### src/rtl/mem_access_ctrl.sv
// mem_access_ctrl
// Multicycle sequencer between the control unit/datapath and a single-port
// synchronous memory. It takes one byte-addressed read or write request at a
// time, converts the byte address to a word index, drives the memory port, and
// captures read data into the instruction register (ir) or the memory data
// register (mdr).
//
// Ports
//   clk, rst_n        clock (rising edge) and asynchronous active-low reset
//   req, we, ir_load  request strobe (sampled only while idle), write select,
//                     read destination (1 = ir, 0 = mdr)
//   byte_addr, wdata  byte address and write data of the request
//   busy, done, err   status: not idle / one-cycle completion / rejected request
//   ir, mdr           capture registers for read data
//   mem_r_wbar, mem_addr, mem_wdata, mem_rdata   memory port
//
// All outputs come straight from registers. The next value of every status
// output is derived from the next state, so it lines up with that state.
module mem_access_ctrl #(
    parameter int ADDR_SHIFT = 2,
    parameter int MEM_DEPTH  = 128,
    parameter int RD_WAIT    = 0
) (
    input  logic        clk,
    input  logic        rst_n,
    input  logic        req,
    input  logic        we,
    input  logic        ir_load,
    input  logic [31:0] byte_addr,
    input  logic [31:0] wdata,
    output logic        busy,
    output logic        done,
    output logic        err,
    output logic [31:0] ir,
    output logic [31:0] mdr,
    output logic        mem_r_wbar,
    output logic [31:0] mem_addr,
    output logic [31:0] mem_wdata,
    input  logic [31:0] mem_rdata
);

    typedef enum logic [2:0] {
        S_IDLE,
        S_ACCESS,
        S_WAIT,
        S_CAPTURE,
        S_DONE,
        S_ERR
    } state_t;

    // Low address bits that must be zero for an aligned access.
    localparam logic [31:0] ALIGN_MASK = (32'd1 << ADDR_SHIFT) - 32'd1;
    // Counter start value; WAIT lasts exactly RD_WAIT cycles (count-1 .. 0).
    localparam logic [3:0]  WAIT_LOAD  = (RD_WAIT > 0) ? 4'(RD_WAIT - 1) : 4'd0;

    state_t      state_reg, state_next;
    logic        we_reg, we_next;
    logic        ir_load_reg, ir_load_next;
    logic [3:0]  wait_cnt_reg, wait_cnt_next;
    logic [31:0] mem_addr_reg, mem_addr_next;
    logic [31:0] mem_wdata_reg, mem_wdata_next;
    logic [31:0] ir_reg, ir_next;
    logic [31:0] mdr_reg, mdr_next;
    logic        busy_reg, busy_next;
    logic        done_reg, done_next;
    logic        err_reg, err_next;
    logic        r_wbar_reg, r_wbar_next;

    logic [31:0] word_idx;
    logic        req_bad;

    assign word_idx = byte_addr >> ADDR_SHIFT;
    // Misaligned, beyond the memory, or a write that names ir as destination.
    assign req_bad  = ((byte_addr & ALIGN_MASK) != 32'd0)
                    || (word_idx >= 32'(MEM_DEPTH))
                    || (we && ir_load);

    always_comb begin
        state_next     = state_reg;
        we_next        = we_reg;
        ir_load_next   = ir_load_reg;
        wait_cnt_next  = wait_cnt_reg;
        mem_addr_next  = mem_addr_reg;
        mem_wdata_next = mem_wdata_reg;
        ir_next        = ir_reg;
        mdr_next       = mdr_reg;

        case (state_reg)
            S_IDLE: begin
                if (req) begin
                    if (req_bad) begin
                        // Rejected: memory port left untouched.
                        state_next = S_ERR;
                    end else begin
                        state_next     = S_ACCESS;
                        mem_addr_next  = word_idx;
                        mem_wdata_next = wdata;
                        we_next        = we;
                        ir_load_next   = ir_load;
                    end
                end
            end
            S_ACCESS: begin
                if (we_reg) begin
                    state_next = S_DONE;
                end else if (RD_WAIT > 0) begin
                    state_next    = S_WAIT;
                    wait_cnt_next = WAIT_LOAD;
                end else begin
                    state_next = S_CAPTURE;
                end
            end
            S_WAIT: begin
                if (wait_cnt_reg == 4'd0) begin
                    state_next = S_CAPTURE;
                end else begin
                    wait_cnt_next = wait_cnt_reg - 4'd1;
                end
            end
            S_CAPTURE: begin
                if (ir_load_reg) begin
                    ir_next = mem_rdata;
                end else begin
                    mdr_next = mem_rdata;
                end
                state_next = S_DONE;
            end
            S_DONE:  state_next = S_IDLE;
            S_ERR:   state_next = S_IDLE;
            default: state_next = S_IDLE;
        endcase
    end

    // Status outputs registered from the next state so they align with it.
    always_comb begin
        busy_next   = (state_next != S_IDLE);
        done_next   = (state_next == S_DONE) || (state_next == S_ERR);
        err_next    = (state_next == S_ERR);
        // Write strobe is only ever low in the ACCESS cycle of a write.
        r_wbar_next = !((state_next == S_ACCESS) && we_next);
    end

    always_ff @(posedge clk or negedge rst_n) begin
        if (!rst_n) begin
            state_reg     <= S_IDLE;
            we_reg        <= 1'b0;
            ir_load_reg   <= 1'b0;
            wait_cnt_reg  <= 4'd0;
            mem_addr_reg  <= 32'd0;
            mem_wdata_reg <= 32'd0;
            ir_reg        <= 32'd0;
            mdr_reg       <= 32'd0;
            busy_reg      <= 1'b0;
            done_reg      <= 1'b0;
            err_reg       <= 1'b0;
            r_wbar_reg    <= 1'b1;
        end else begin
            state_reg     <= state_next;
            we_reg        <= we_next;
            ir_load_reg   <= ir_load_next;
            wait_cnt_reg  <= wait_cnt_next;
            mem_addr_reg  <= mem_addr_next;
            mem_wdata_reg <= mem_wdata_next;
            ir_reg        <= ir_next;
            mdr_reg       <= mdr_next;
            busy_reg      <= busy_next;
            done_reg      <= done_next;
            err_reg       <= err_next;
            r_wbar_reg    <= r_wbar_next;
        end
    end

    assign busy       = busy_reg;
    assign done       = done_reg;
    assign err        = err_reg;
    assign ir         = ir_reg;
    assign mdr        = mdr_reg;
    assign mem_r_wbar = r_wbar_reg;
    assign mem_addr   = mem_addr_reg;
    assign mem_wdata  = mem_wdata_reg;

endmodule

### config.mk
export PLATFORM = sky130hd
export DESIGN_NAME = mem_access_ctrl
export DESIGN_NICKNAME = d
export VERILOG_FILES = /design/src/rtl/mem_access_ctrl.sv
export SDC_FILE = /design/constraint.sdc
export NUM_CORES = 1
export LEC_CHECK = 0
export ABC_AREA = 1
export CORE_UTILIZATION = 47
export DETAILED_ROUTE_END_ITERATION = 10
export PLACE_DENSITY = 0.94
export SLEW_MARGIN = 10
export SYNTH_ARGS = -nofsm -noshare
export SYNTH_HDL_FRONTEND = slang
export SYNTH_SLANG_ARGS = --single-unit
### constraint.sdc
create_clock -name clk -period 3.3 [get_ports clk]
set_input_delay 0.66 -clock clk [delete_from_list [all_inputs] [get_ports clk]]
set_output_delay 0.66 -clock clk [all_outputs]
set_load 0.005 [all_outputs]
Yosys cells after proc, flatten, opt, wreduce, memory -nomap -nowiden

Index checks and enable logic that the tools add are counted.

Input port bits: 101
Output and inout port bits: 132
Logic and storage cells: 45
Flip-flop bits (word level): 139

Equal/unequal tests: 6
Muxes and demuxes: 8
Magnitude comparators: 1
Reduce and logical (&&, ||, !) cells: 14
Bitwise gates (word level): 3
Add/subtract/negate cells: 1

Operators by type and width:

| operator                                              | count |
|---|---|
| nonzero test 32 bit                                   | 1 |
| >= comparator 30 x 8 -> 1 bit (second input constant) | 1 |
| two-way mux 3 bit                                     | 4 |
| case mux 3 bit (4 select lines)                       | 1 |
| equality test 3 x 1 -> 1 bit (second input constant)  | 2 |
| equality test 3 x 2 -> 1 bit (second input constant)  | 2 |
| equality test 3 bit (second input constant)           | 2 |
| AND reduction 2 bit                                   | 3 |
| logical NOT 4 bit                                     | 1 |
| subtractor 4 x 1 -> 4 bit (second input constant)     | 1 |
| logical NOT 3 bit                                     | 1 |
| logical OR 1 bit                                      | 3 |
| two-way mux 1 bit                                     | 3 |
| NOT 1 bit                                             | 3 |
| AND reduction 3 bit                                   | 1 |
| nonzero test 3 bit                                    | 1 |
| logical AND 1 bit                                     | 2 |
| logical NOT 1 bit                                     | 1 |

Logic depth before layout (Yosys ltp)

Word-level depth: 9
Gate-level depth with buffers: 9
Mapped depth without buffers: 8

Worst setup path after synthesis

No wires, ideal clock.

Path kind: input -> register
Start: in byte_addr[1]
End: reg ir_load_reg
Library setup time: 117 ps
Required time: 3,183 ps
Slack: 1,724 ps
Arrival: 1,460 ps
Path buffers: 1
Stages on the path: 9
Path through: nor2_1 > nand2_1 > nor2_1 > nand2_2 > inv_1 > nand3_4 > buf_6 > nand2_1 > nand2_1

Word-level cells in the longest chain between the ends: 5

RTL lines:

| element                       | RTL line | source |
|---|---|---|
| start, declared               | 29       | `input logic [31:0] byte_addr,` |
| nonzero test 32 bit           | 74       | `assign req_bad = ((byte_addr & ALIGN_MASK) != 32'd0)` |
| logical OR 1 bit              | 75       | `\|\| (word_idx >= 32'(MEM_DEPTH))` |
| logical OR 1 bit              | 76       | `\|\| (we && ir_load);` |
| NOT 1 bit (no line)           | --       |  |
| AND reduction 3 bit (no line) | --       |  |
| end signal, assigned          | 160      | `ir_load_reg <= ir_load_next;` |
| end, declared                 | 58       | `logic ir_load_reg, ir_load_next;` |

No other way between the ends.
A chain may end at the register's enable or synchronous reset.

Worst setup path in the final report

Start: in byte_addr[10]
End: reg mem_wdata_reg[27], in the netlist mem_wdata[27]

Word-level cells in the longest chain between the ends: 5

RTL lines:

| element                       | RTL line | source |
|---|---|---|
| >= comparator 30 x 8 -> 1 bit | 75       |  |
| logical OR 1 bit              | 75       |  |
| logical OR 1 bit              | 76       |  |
| NOT 1 bit (no line)           | --       |  |
| AND reduction 3 bit (no line) | --       |  |
| end signal, assigned          | 163      | `mem_wdata_reg <= mem_wdata_next;` |
| end, declared                 | 61       | `logic [31:0] mem_wdata_reg, mem_wdata_next;` |

No other way between the ends.

==> results.toml <==
[logic_synthesis]
ys_ff_latch = 139
synthCells = 562
async_reset_ff_share_pct = 100.0
synthesis.area_um2 = 5742
synth-seq-area-share_pct = 60.60
yosysWarningCount = 0
post-synth-top-count-cell = "nand2_1"
ys.flop_type = "dfrtp_1"
ys_types = 30
synth_area_per_cell_um2 = 10.22
synth_top_area_share_pct = 60.14
yosys-top-cells-count = "168 x nand2_1, 138 x dfrtp_1, 53 x inv_1"
synth_enable_flop_cells = 0
yosys-top-cells-area = "dfrtp_1 60%, nand2_1 11%, o21ai_2 6.3%"
post-synth-top-area-cell = "dfrtp_1"

[pwr]
irDropWorstVdd_uv = 391.5
leakagePower_nw = 4.184
power.density_nw_per_um2 = 591.8

[drt]
drt-total-wl_um = 13760
first_pass_iters = 5
detail-route-antenna-nets = 0
vias = 4650
wire_per_inst_um = 14.61
drt_iter0_drc = 306
viasPerCell = 4.936
drc = 0

[setup_path]
worstSetupPathType = "in2reg"
rr_worst_depth = 6
crit_chain = "clkdlybuf4s50_1 > nor2_1 > nand2_1 > nor2_1 > nand2_2 > inv_1 > nand3_4 > nand2_1 > nand2_1"
rr_endpoint = "mem_wdata[27]"
rr_startpoint = "state_reg[2]"
endpoint_kind = "flip-flop"
crit_fanout = 41
cp.arrival_ps = 2390
startpoint = "byte_addr[10]"
path_common_cell = "nand2_1"
startpoint_type = "input port"
cp_slowest_cell = "clkdlybuf4s50_1"
rrSetupSlack_ps = 1410
max_stage_delay_ps = 450
cp-endpoint = "mem_wdata[27]"
required_ps = 3590

[sta]
hold_viol = 0
finalSetupTns_ps = 0
slew_violations = 0
rsz0062_at_grt = "no"
fmax_mhz = 476.1
setup_ws_ps = 1200
tightest_slew_ps = 775.4
slew_headroom_pct = 48.30
timing.hold.ws_ps = 212.8
period_needed_ps = 2100
period_share_pct = 63.64
skew_ps = 7.393
final-setup-viol-count = 0

[final_layout]
syn_to_final_growth_pct = 48.81
drive_gt1_share_pct = 10.31
design_area_um2 = 8544
antenna_cells = 0
n_fill_cell = 835
layout.nets = 886

[clock_tree]
tritoncts = "yes"
clock_latency_ps = 410
root_buffer = "clkbuf_16"
clk_pin_slew_worst_paths_ps = 60
clockBufferDepth = 2
cts_setup_buffers = 0
hold_buffers = 0
cts_resized = 0
cts_sinks = 139
htreeDepth = 4
numCtsBuffers = 17

[floorplan]
dieHeight_um = 112.5
fp.coreArea_um2 = 11960
row_count = 40
dieArea_um2 = 12660
initial_utilization_pct = 48.00
die_x_um = 112.5
ios = 233

[grt]
grt_pass1_wl_um = 22180
overflow = 0
grt_use_total_pct = 22.76
grt_pass1_vias = 4564
grt_max_degree = 76
antenna_found_initial = 0

[flow_run]
max-cap-violations = 0

[placement]
place_area_um2 = 7975
dpl.hpwl_um = 9668
port_buffers = 230
preCtsSetupSlack_ps = 813.1
gp_congestion = 0.8108

[hold_path]
hold_path_class = "in2async"

[status]
status = "finished clean"
cell type report:
type	instances	area, um^2	area share (%)
clock inverters	7	91.34	1.069
well taps	147	183.9	2.153
repair buffers	233	2351	27.51
clock buffers	23	478.0	5.594
multi-input cells	339	1758	20.57
flip-flops and latches	139	3480	40.72
inverters	54	202.7	2.372
critical path: cells and delay by family:
family	cells	cell delay [ps]
and+or+nand+nor	7	1140
buffers and inverters	2	580
cells in the final DEF (no fill, tap or decap), types with 2 or more instances in the layout:
cell type / count
bufinv_16: 2
o21ai_1: 23
clkbuf_1: 3
o21ai_0: 2
dfrtp_1: 138
inv_1: 53
nand3_1: 45
nand4_1: 2
xor2_1: 2
buf_12: 2
clkbuf_16: 17
a21boi_0: 3
clkinv_2: 3
clkdlybuf4s50_1: 229
o21ai_2: 41
a21boi_1: 20
nor2_1: 18
nand3b_1: 2
nand2_4: 2
nand2_1: 168
clkbuf_8: 3
conb_1: 2
per-stage QoR:
step / power (W) / cells / utilization, %
detailed placement: 0.003278 / 912 / 66.67
finish: 0.005057 / 942 / 71.43
global placement: 0.003242 / 912 / 66.67
floorplan: 0.002666 / 563 / -
CTS: 0.005106 / 942 / 71.43
global route: 0.005317 / 942 / 71.43
worst min path at each step:
stage | start | end | slack (ps)
6_report | rst_n | mdr[20] | 210
3_5_place_dp | mem_wdata[18] | mem_wdata[18] | 460
2_1_floorplan | rst_n | busy | 360
4_1_cts | rst_n | mdr[20] | 230
5_1_grt | rst_n | mdr[20] | 260
3_3_place_gp | mem_wdata[15] | mem_wdata[15] | 450
cell families (layout without fill, tap and decap cells):
family	count (synthesis)	count (layout)	share of synthesized area, %
AND/OR/NAND/NOR	243	243	18.28
flip-flops	139	139	60.60
AO/OA/AOI/OAI	91	91	11.68
buffers and inverters	85	317	8.847
XOR/XNOR	2	2	0.3051
adder cells (fa/ha/maj)	1	1	0.2179
other	1	2	0.06531
power by group:
part | total (W) | switching, W | internal [W]
Sequential | 0.00206 | 0.000119 | 0.00194
Clock | 0.00181 | 0.000654 | 0.00116
Combinational | 0.00119 | 0.000557 | 0.000631
Total | 0.00506 | 0.00133 | 0.00373
routing by layer:
| metal | up-vias | track usage (%) | wire length, um |
|---|---|---|---|
| met2 | 168 | 36.98 | 6786 |
| met5 | - | 0 | 0 |
| met3 | 51 | 5.670 | 623 |
| met1 | 2203 | 27.30 | 5728 |
| met4 | 0 | 14.31 | 624 |
| li1 | 2228 | - | - |
Power figures use the tool's default switching activity.
